==> src/rtl/host_cmd_parser.sv <==
// Host UART command parser: assembles 7-byte frames (sync, opcode, 4 argument bytes, XOR check)
// and hands one decoded SD/host command at a time to sd_fsm over a valid/ack handshake.
module host_cmd_parser #(
  parameter int TIMEOUT_CYCLES = 1000000,
  parameter int TO_W           = 20
) (
  input  logic        ex_clk,
  input  logic        reset,
  input  logic [7:0]  uart_rx_data,
  input  logic [7:0]  uart_ctrl,
  input  logic        cmd_ack,
  output logic        uart_cmd_en,
  output logic        cmd_is_host,
  output logic [5:0]  uart_cmd,
  output logic [3:0]  host_cmd,
  output logic [31:0] cmd_arg,
  output logic        software_reset,
  output logic        parse_err,
  output logic [2:0]  err_code
);

  localparam logic [7:0] SYNC_BYTE = 8'hA5;
  localparam logic [2:0] ERR_CHK   = 3'd1;
  localparam logic [2:0] ERR_CLASS = 3'd2;
  localparam logic [2:0] ERR_OVR   = 3'd3;
  localparam logic [2:0] ERR_FRAME = 3'd4;
  localparam logic [2:0] ERR_TOUT  = 3'd5;

  typedef enum logic [2:0] {
    S_IDLE,
    S_OPCODE,
    S_ARG,
    S_CHECK,
    S_ISSUE
  } state_t;

  state_t            r_state;
  logic [1:0]        r_idx;
  logic [TO_W-1:0]   r_to;
  logic [7:0]        r_op;
  logic [7:0]        r_xor;
  logic [31:0]       r_arg_sh;

  logic              w_strb;
  logic              w_ferr;
  logic              w_in_frame;
  logic              w_to_hit;
  logic              w_unused_ctrl;

  assign w_strb        = uart_ctrl[0];
  assign w_ferr        = uart_ctrl[1];
  assign w_unused_ctrl = ^uart_ctrl[7:2];
  assign w_in_frame    = (r_state == S_OPCODE) || (r_state == S_ARG) || (r_state == S_CHECK);
  assign w_to_hit      = (r_to == TO_W'(TIMEOUT_CYCLES - 1));

  // Frame shadow registers carry data only; their contents are irrelevant until rewritten.
  always_ff @(posedge ex_clk) begin
    if (w_strb && !w_ferr) begin
      if (r_state == S_OPCODE) begin
        r_op  <= uart_rx_data;
        r_xor <= uart_rx_data;
      end else if (r_state == S_ARG) begin
        r_arg_sh <= {r_arg_sh[23:0], uart_rx_data};
        r_xor    <= r_xor ^ uart_rx_data;
      end
    end
  end

  always_ff @(posedge ex_clk) begin
    if (reset) begin
      r_state        <= S_IDLE;
      r_idx          <= 2'd0;
      r_to           <= '0;
      uart_cmd_en    <= 1'b0;
      cmd_is_host    <= 1'b0;
      uart_cmd       <= 6'd0;
      host_cmd       <= 4'd0;
      cmd_arg        <= 32'd0;
      software_reset <= 1'b0;
      parse_err      <= 1'b0;
      err_code       <= 3'd0;
    end else begin
      software_reset <= 1'b0;
      parse_err      <= 1'b0;
      // Inter-byte timer only runs while a frame is partially received.
      if (w_strb || !w_in_frame) begin
        r_to <= '0;
      end else begin
        r_to <= r_to + 1'b1;
      end

      case (r_state)
        S_IDLE: begin
          if (w_strb) begin
            if (w_ferr) begin
              parse_err <= 1'b1;
              err_code  <= ERR_FRAME;
            end else if (uart_rx_data == SYNC_BYTE) begin
              r_state <= S_OPCODE;
            end
          end
        end
        S_OPCODE, S_ARG, S_CHECK: begin
          if (w_strb && w_ferr) begin
            parse_err <= 1'b1;
            err_code  <= ERR_FRAME;
            r_state   <= S_IDLE;
          end else if (w_strb) begin
            if (r_state == S_OPCODE) begin
              r_idx   <= 2'd3;
              r_state <= S_ARG;
            end else if (r_state == S_ARG) begin
              r_idx <= r_idx - 2'd1;
              if (r_idx == 2'd0) r_state <= S_CHECK;
            end else if (uart_rx_data != r_xor) begin
              parse_err <= 1'b1;
              err_code  <= ERR_CHK;
              r_state   <= S_IDLE;
            end else if (r_op[7:6] == 2'b11) begin
              parse_err <= 1'b1;
              err_code  <= ERR_CLASS;
              r_state   <= S_IDLE;
            end else if (r_op[7:6] == 2'b10) begin
              software_reset <= 1'b1;
              r_state        <= S_IDLE;
            end else begin
              uart_cmd_en <= 1'b1;
              cmd_is_host <= (r_op[7:6] == 2'b00);
              uart_cmd    <= (r_op[7:6] == 2'b01) ? r_op[5:0] : 6'd0;
              host_cmd    <= (r_op[7:6] == 2'b00) ? r_op[3:0] : 4'd0;
              cmd_arg     <= r_arg_sh;
              r_state     <= S_ISSUE;
            end
          end else if (w_to_hit) begin
            parse_err <= 1'b1;
            err_code  <= ERR_TOUT;
            r_state   <= S_IDLE;
          end
        end
        S_ISSUE: begin
          if (w_strb) begin
            parse_err <= 1'b1;
            err_code  <= w_ferr ? ERR_FRAME : ERR_OVR;
          end
          if (cmd_ack) begin
            uart_cmd_en <= 1'b0;
            r_state     <= S_IDLE;
          end
        end
        default: r_state <= S_IDLE;
      endcase
    end
  end

endmodule

==> config.mk <==
export PLATFORM = sky130hd
export DESIGN_NAME = host_cmd_parser
export DESIGN_NICKNAME = d
export VERILOG_FILES = /design/src/rtl/host_cmd_parser.sv
export SDC_FILE = /design/constraint.sdc
export NUM_CORES = 1
export LEC_CHECK = 0
export CAP_MARGIN = 20
export CORE_MARGIN = 5
export CORE_UTILIZATION = 48
export CTS_CLUSTER_SIZE = 20
export DETAILED_ROUTE_END_ITERATION = 12
export GPL_TIMING_DRIVEN = 0
export PLACE_DENSITY = 0.85
export SKIP_LAST_GASP = 1
export SLEW_MARGIN = 25
export SYNTH_ARGS = -nofsm -noshare
export SYNTH_HDL_FRONTEND = slang
export SYNTH_SLANG_ARGS = --single-unit
==> constraint.sdc <==
create_clock -name ex_clk -period 3 [get_ports ex_clk]
set_input_delay 0.6 -clock ex_clk [delete_from_list [all_inputs] [get_ports ex_clk]]
set_output_delay 0.6 -clock ex_clk [all_outputs]
set_load 0.02 [all_outputs]
### Word-level counts from Yosys, hierarchy flattened

Cells that the tools add are included.

* bitwise logic cells: 9
* multiplexer cells: 53
* $add $sub $neg: 2
* eq/ne operators: 28
* reductions and logical operators: 24

Operator list (number)
* $mux 3: 24
* $ne 2x2->1 const B: 13
* $add 20x1->20 const B: 1
* $eq 20x20->1 const B: 1
* $mux 1: 19
* $pmux 3 s3: 2
* $mux 8: 2
* $reduce_and 8->1: 2
* $ne 4x4->1 const B: 3
* $reduce_and 9->1: 1
* $eq 8x8->1 const B: 1
* $ne 8x8->1: 1
* $not 1->1: 8
* $reduce_or 8->1: 1
* $xor 8x8->8: 1
* $eq 3x2->1 const B: 2
* $mux 6: 1
* $ne 6x6->1 const B: 1
* $reduce_and 6->1: 1
* $ne 5x5->1 const B: 1
* $eq 2x2->1 const B: 2
* $logic_not 2->1: 2
* $mux 2: 2
* $mux 4: 1
* other kinds (17): 23

* register bits: 122

### Longest topological paths before layout

* word-level depth: 9
* gate-level depth with buffers: 6

### Worst setup path before layout

No wires, ideal clock.

* path kind: input -> register
* from: input uart_ctrl[1]
* to: register r_arg_sh[0], enable pin
* arrival time: 2.534 ns
* stages on the path: 3
* setup time: 0.424 ns
* path slack: 0.042 ns
* cell sequence: nor3b_1 nand2_1 nor2_1

* cells in the longest elaborated chain, start to end: 3

RTL lines
* start: declaration: RTL line 10 `input logic [7:0] uart_ctrl,`
* $logic_not 1->1: RTL line 58 `if (w_strb && !w_ferr) begin`
* $logic_and 1x1->1: RTL line 58
* $reduce_and 3->1 (no source line)
* end signal: assignment: RTL line 63 `r_arg_sh <= {r_arg_sh[23:0], uart_rx_data};`
* end: declaration: RTL line 42 `logic [31:0] r_arg_sh;`

Every way passes these cells.
A chain may end at the register's enable or synchronous reset.

### Worst setup path after layout

* from: input uart_rx_data[2]
* to: register cmd_arg[1]

* cells in the longest elaborated chain, start to end: 3

RTL lines
* start: declaration: RTL line 9 `input logic [7:0] uart_rx_data,`
* $ne 8x8->1: RTL line 115 `end else if (uart_rx_data != r_xor) begin`
* $not 1->1 (no source line)
* $reduce_and 8->1 (no source line)
* end signal: assignment: RTL line 131 `cmd_arg <= r_arg_sh;`
* end: declaration: RTL line 16 `output logic [31:0] cmd_arg,`

Every way passes these cells.

==> key figures <==
Timing
  • Crit path time final: ~2.8 ns
  • Final critical-path share of the clock period: 92.27%
  • Fmax: between 300 and 400 MHz
  • Final hold violation count: 0
  • Worst Setup Slack, final: 0.2319 ns
  • Worst slew margin relative to its limit: 53.26%
  • Final hold slack: 0.4444 ns
  • Final Max Tran Viols: 0
  • Setup Viol. Count Final: 0
  • Slew at the pin closest to its max-slew limit: around 0.7 ns
  • Max Clock Skew: 0.01009 ns
  • RSZ-0062 raised after global routing: no

Die
  • Count of pins on the block boundary: 68
  • Overall die area: ~0.012 mm^2
  • Starting density of the core: between 40 and 50%
  • Area inside the core boundary: between 0.009 and 0.01 mm^2
  • Die width: between 100 and 150 um
  • FP Rows: 36
  • Die height: 109.0 um

GRT
  • Number of global-route vias before repair: between 3000 and 4000
  • GRT Util Overall: between 10% and 20%
  • Number of antenna violations at the first check in global routing: 0
  • GR met3 Demand/Resource: between 5 and 6%
  • Largest net degree at the start of global routing: 21
  • First-pass GRT wire length: about 17 mm
  • Met2 demand-to-capacity share in global routing: between 30 and 40%
  • Peak-usage layer in the global routing report: met2
  • GR Layer Usage met1: between 20% and 30%
  • Remaining global-route overflow: 0

Critical path
  • Highest fanout seen on the critical path: 10
  • Crit Reg-Reg Endpoint: cmd_arg[1]$_SDFFE_PP0P_
  • Path depth of the worst reg2reg path: 6
  • Buffers and inverters on the worst path: 2
  • Cell class contributing the biggest share of worst-path delay: buffers and inverters
  • Arr. time, crit path: approximately 3.2 ns
  • Max stage delay on crit path: approximately 0.6 ns
  • Slowest cell on crit path: sky130_fd_sc_hd__clkdlybuf4s50_1
  • CP Depth: 7
  • Register-to-register setup slack: between 0.5 and 0.6 ns
  • Critical path class: input pin to register
  • Worst R2R Start: r_xor[2]$_DFFE_PP_
  • Worst Setup Start Kind: input pin
  • Cell Chain, Critical Path: clkdlybuf4s50_1, xnor2_1, nand4_1, nor4_4, buf_2, mux2i_1, nor2_1
  • Worst Path Required: ~3.4 ns
  • Setup crit end kind: register

Hold path
  • Hold Path Cell Cnt: 0
  • Worst Hold End: r_arg_sh[28]$_DFFE_PP_
  • Origin of the worst min-delay path: r_arg_sh[20]$_DFFE_PP_
  • Hold Path Class: register to register

Clock network
  • Total clock sinks: about 120
  • Cell chosen for the clock root: sky130_fd_sc_hd__clkbuf_8
  • Post-CTS Setup Inserts: 0
  • Worst-path clk slew: 0.07 ns
  • Number of H-tree levels: 4
  • Max clock buf depth: 2
  • Clock latency at the later pin of the worst-skew pair: around 0.52 ns
  • Clock tree from TritonCTS: built
  • Inserted Clock Buffers: 17
  • Hold buffer count at CTS: 0

Finish
  • Filler cell count in the final layout: about 700
  • Signed area change from the synthesized netlist to the final layout: 29.46%
  • Final net count: ~510
  • Layout cell share with drive strength beyond 1: a little under a tenth
  • Antenna fix cells: 0

Logic synthesis
  • Average size of a mapped cell: between 10 and 15 um^2
  • Number of enable flip-flop cells after synthesis: 48
  • Number of distinct library cells after synthesis: 44
  • Gate count after technology mapping: just over 400
  • Prevailing post-synth register cell: sky130_fd_sc_hd__dfxtp_1
  • Fraction of the yosys area taken by sequential cells: 62.16%
  • Post-synthesis sequential element count: ~120
  • Syn Nets: about 430
  • Yosys warning count: 0
  • Synth Cell Area: 0.004702 mm^2
  • Async SR Flop Fraction: 0%

Power
  • Logic pwr share: about 2.7%
  • Power density of the placed cells: roughly 620 mW/mm^2
  • Maximum ir drop on the vdd rail: between 300 and 400 uV
  • Switching portion of total power: 23.98%
  • Sequential cell fraction of total power: 45.5%
  • Clock group share of total power: between 50% and 60%
  • Cell leakage power: 0.002005 uW
  • Reported net switching power: 908.0 uW
  • Internal power summed over all cells: 2879 uW

Placement
  • Placement-stage worst setup slack: -0.4093 ns
  • Detailed-placement wirelength estimate: 7.104 mm
  • Weighted congestion reported at the end of routability-driven placement: 0.8366
  • Buffers on Ports: 61

Flow run
  • Max Cap Viol: 0

Route
  • Remaining number of nets flagged by the antenna check after routing: 0
  • Avg Vias per Cell: 5.272
  • Post-detailed-routing wire length: 10.42 mm
  • DRC errors left: 0
  • DR vias: ~3400
  • Initial DRT Pass Iterations: 5
  • Routed len/inst: around 16 um
  • Number of violations reported at the end of detailed-routing iteration 0: ~130

Outcome
  • Result of the run: finished clean
==> power groups by stage <==
stage	Sequential [uW]	Clock [uW]	Combinational (uW)
4_1_cts	1720	1980	102
3_3_place_gp	1760	0	96.8
6_report	1720	1960	103
3_5_place_dp	1760	0	101
2_1_floorplan	1760	0	51.6
5_1_grt	1720	2070	111
==> state kept, by name, indices dropped and copies added, names as in the netlist <==
name            count
uart_cmd_en         1
uart_cmd            6
err_code            3
r_state             3
cmd_is_host         1
r_op                8
r_to               20
host_cmd            4
r_arg_sh           32
r_idx               2
cmd_arg            32
parse_err           1
software_reset      1
r_xor               8
==> cells by family (layout without fill, tap and decap cells) <==
family                     Yosys count  in the layout  synth area share (%)
buffers and inverters               21            115                 1.863
AOI/OAI and AO/OA                   38             38                 5.056
adders and majority gates            2              2                0.5321
DFF                                122            122                 62.16
xor gates and xnor gates            34             34                 6.333
muxes                               35             35                 7.504
and+or+nand+nor                    160            160                 16.55
==> worst reg2reg max path, delay by kind of cell (launching register included) <==
kind | cells | cell delay [ns]
simple gates | 3 | 0.96
buf+inv | 1 | 0.42
flops | 1 | 0.41
mux | 1 | 0.26
xor+xnor | 1 | 0.24
==> synth_stat cells, drive strengths merged (3+ instances only) <==
| master | instances | area (um^2) |
|---|---|---|
| nor3 | 3 | 15.01 |
| nand4 | 7 | 43.79 |
| and3 | 5 | 32.53 |
| nand3b | 4 | 30.03 |
| xor2 | 12 | 105.1 |
| clkbuf | 12 | 45.04 |
| or4 | 4 | 30.03 |
| inv | 4 | 15.01 |
| xnor2 | 22 | 192.7 |
| edfxtp | 48 | 1441 |
| buf | 5 | 27.53 |
| nor4 | 4 | 31.28 |
| nand3 | 15 | 75.07 |
| nand2 | 27 | 101.4 |
| nand2b | 13 | 81.33 |
| dfxtp | 74 | 1481 |
| or2 | 3 | 18.77 |
| a21oi | 17 | 85.08 |
| mux2i | 33 | 330.3 |
| nor2 | 65 | 244.0 |
| a211oi | 4 | 30.03 |
| o21ai | 6 | 30.03 |
==> cell usage in the layout (no fill, tap or decap), types with 12 or more instances in the layout <==
cell type | Yosys | layout
sky130_fd_sc_hd__nand2b_1 | 13 | 13
sky130_fd_sc_hd__clkbuf_1 | 12 | 12
sky130_fd_sc_hd__a21oi_1 | 17 | 17
sky130_fd_sc_hd__mux2i_1 | 33 | 33
sky130_fd_sc_hd__nand3_1 | 15 | 15
sky130_fd_sc_hd__xor2_1 | 12 | 12
sky130_fd_sc_hd__xnor2_1 | 22 | 22
sky130_fd_sc_hd__nand2_1 | 27 | 27
sky130_fd_sc_hd__nor2_1 | 65 | 64
sky130_fd_sc_hd__dfxtp_1 | 74 | 74
sky130_fd_sc_hd__clkbuf_16 | 0 | 17
sky130_fd_sc_hd__edfxtp_1 | 48 | 48
sky130_fd_sc_hd__clkdlybuf4s50_1 | 0 | 61
==> cell type report <==
cell class | count | area, um^2 | share of cell area, %
buffer | 17 | 72.57 | 1.192
clock buffer | 18 | 439.2 | 7.215
clock inverter | 14 | 137.6 | 2.261
inverter | 4 | 15.01 | 0.2467
multi-input combinational | 269 | 1708 | 28.06
sequential | 122 | 2923 | 48.02
tap | 133 | 166.4 | 2.734
timing repair buffer | 62 | 625.6 | 10.28
==> metal layers <==
metal,vias up,part of all wire [%]
li1,1616,-
met1,1629,41
met2,106,52
met3,18,5.6
met4,0,1.6
met5,-,0
==> per-stage QoR <==
stage          area [um^2]  utilization [%]  instances  power (uW)  TNS, ns
4_1_cts               6078            62.76        639        3811        0
2_1_floorplan         4702                -        412        1814        0
5_1_grt               6087            62.86        639        3909        0
3_5_place_dp          5502            56.81        607        1861   -13.60
6_report              6087            62.86        639        3787        0
3_3_place_gp          5479            56.58        606        1857   -58.37
==> repair_timing <==
item	4_1_cts	5_1_grt
setup endpoints to repair	0	35
resized for setup	0	1
hold endpoints to repair	0	0
==> worst max path at each step <==
stage,from,endpoint,slack [ns]
6_report,uart_rx_data[2],cmd_arg[1]$_SDFFE_PP0P_,0.23
5_1_grt,uart_ctrl[0],cmd_arg[1]$_SDFFE_PP0P_,0.03
4_1_cts,uart_ctrl[0],cmd_arg[1]$_SDFFE_PP0P_,0.13
3_5_place_dp,uart_ctrl[0],cmd_arg[1]$_SDFFE_PP0P_,-0.41
3_3_place_gp,uart_ctrl[0],r_idx[1]$_SDFFE_PP0P_,-1.40
2_1_floorplan,uart_ctrl[1],r_arg_sh[0]$_DFFE_PP_,0.04
Power figures use the tool's default switching activity.
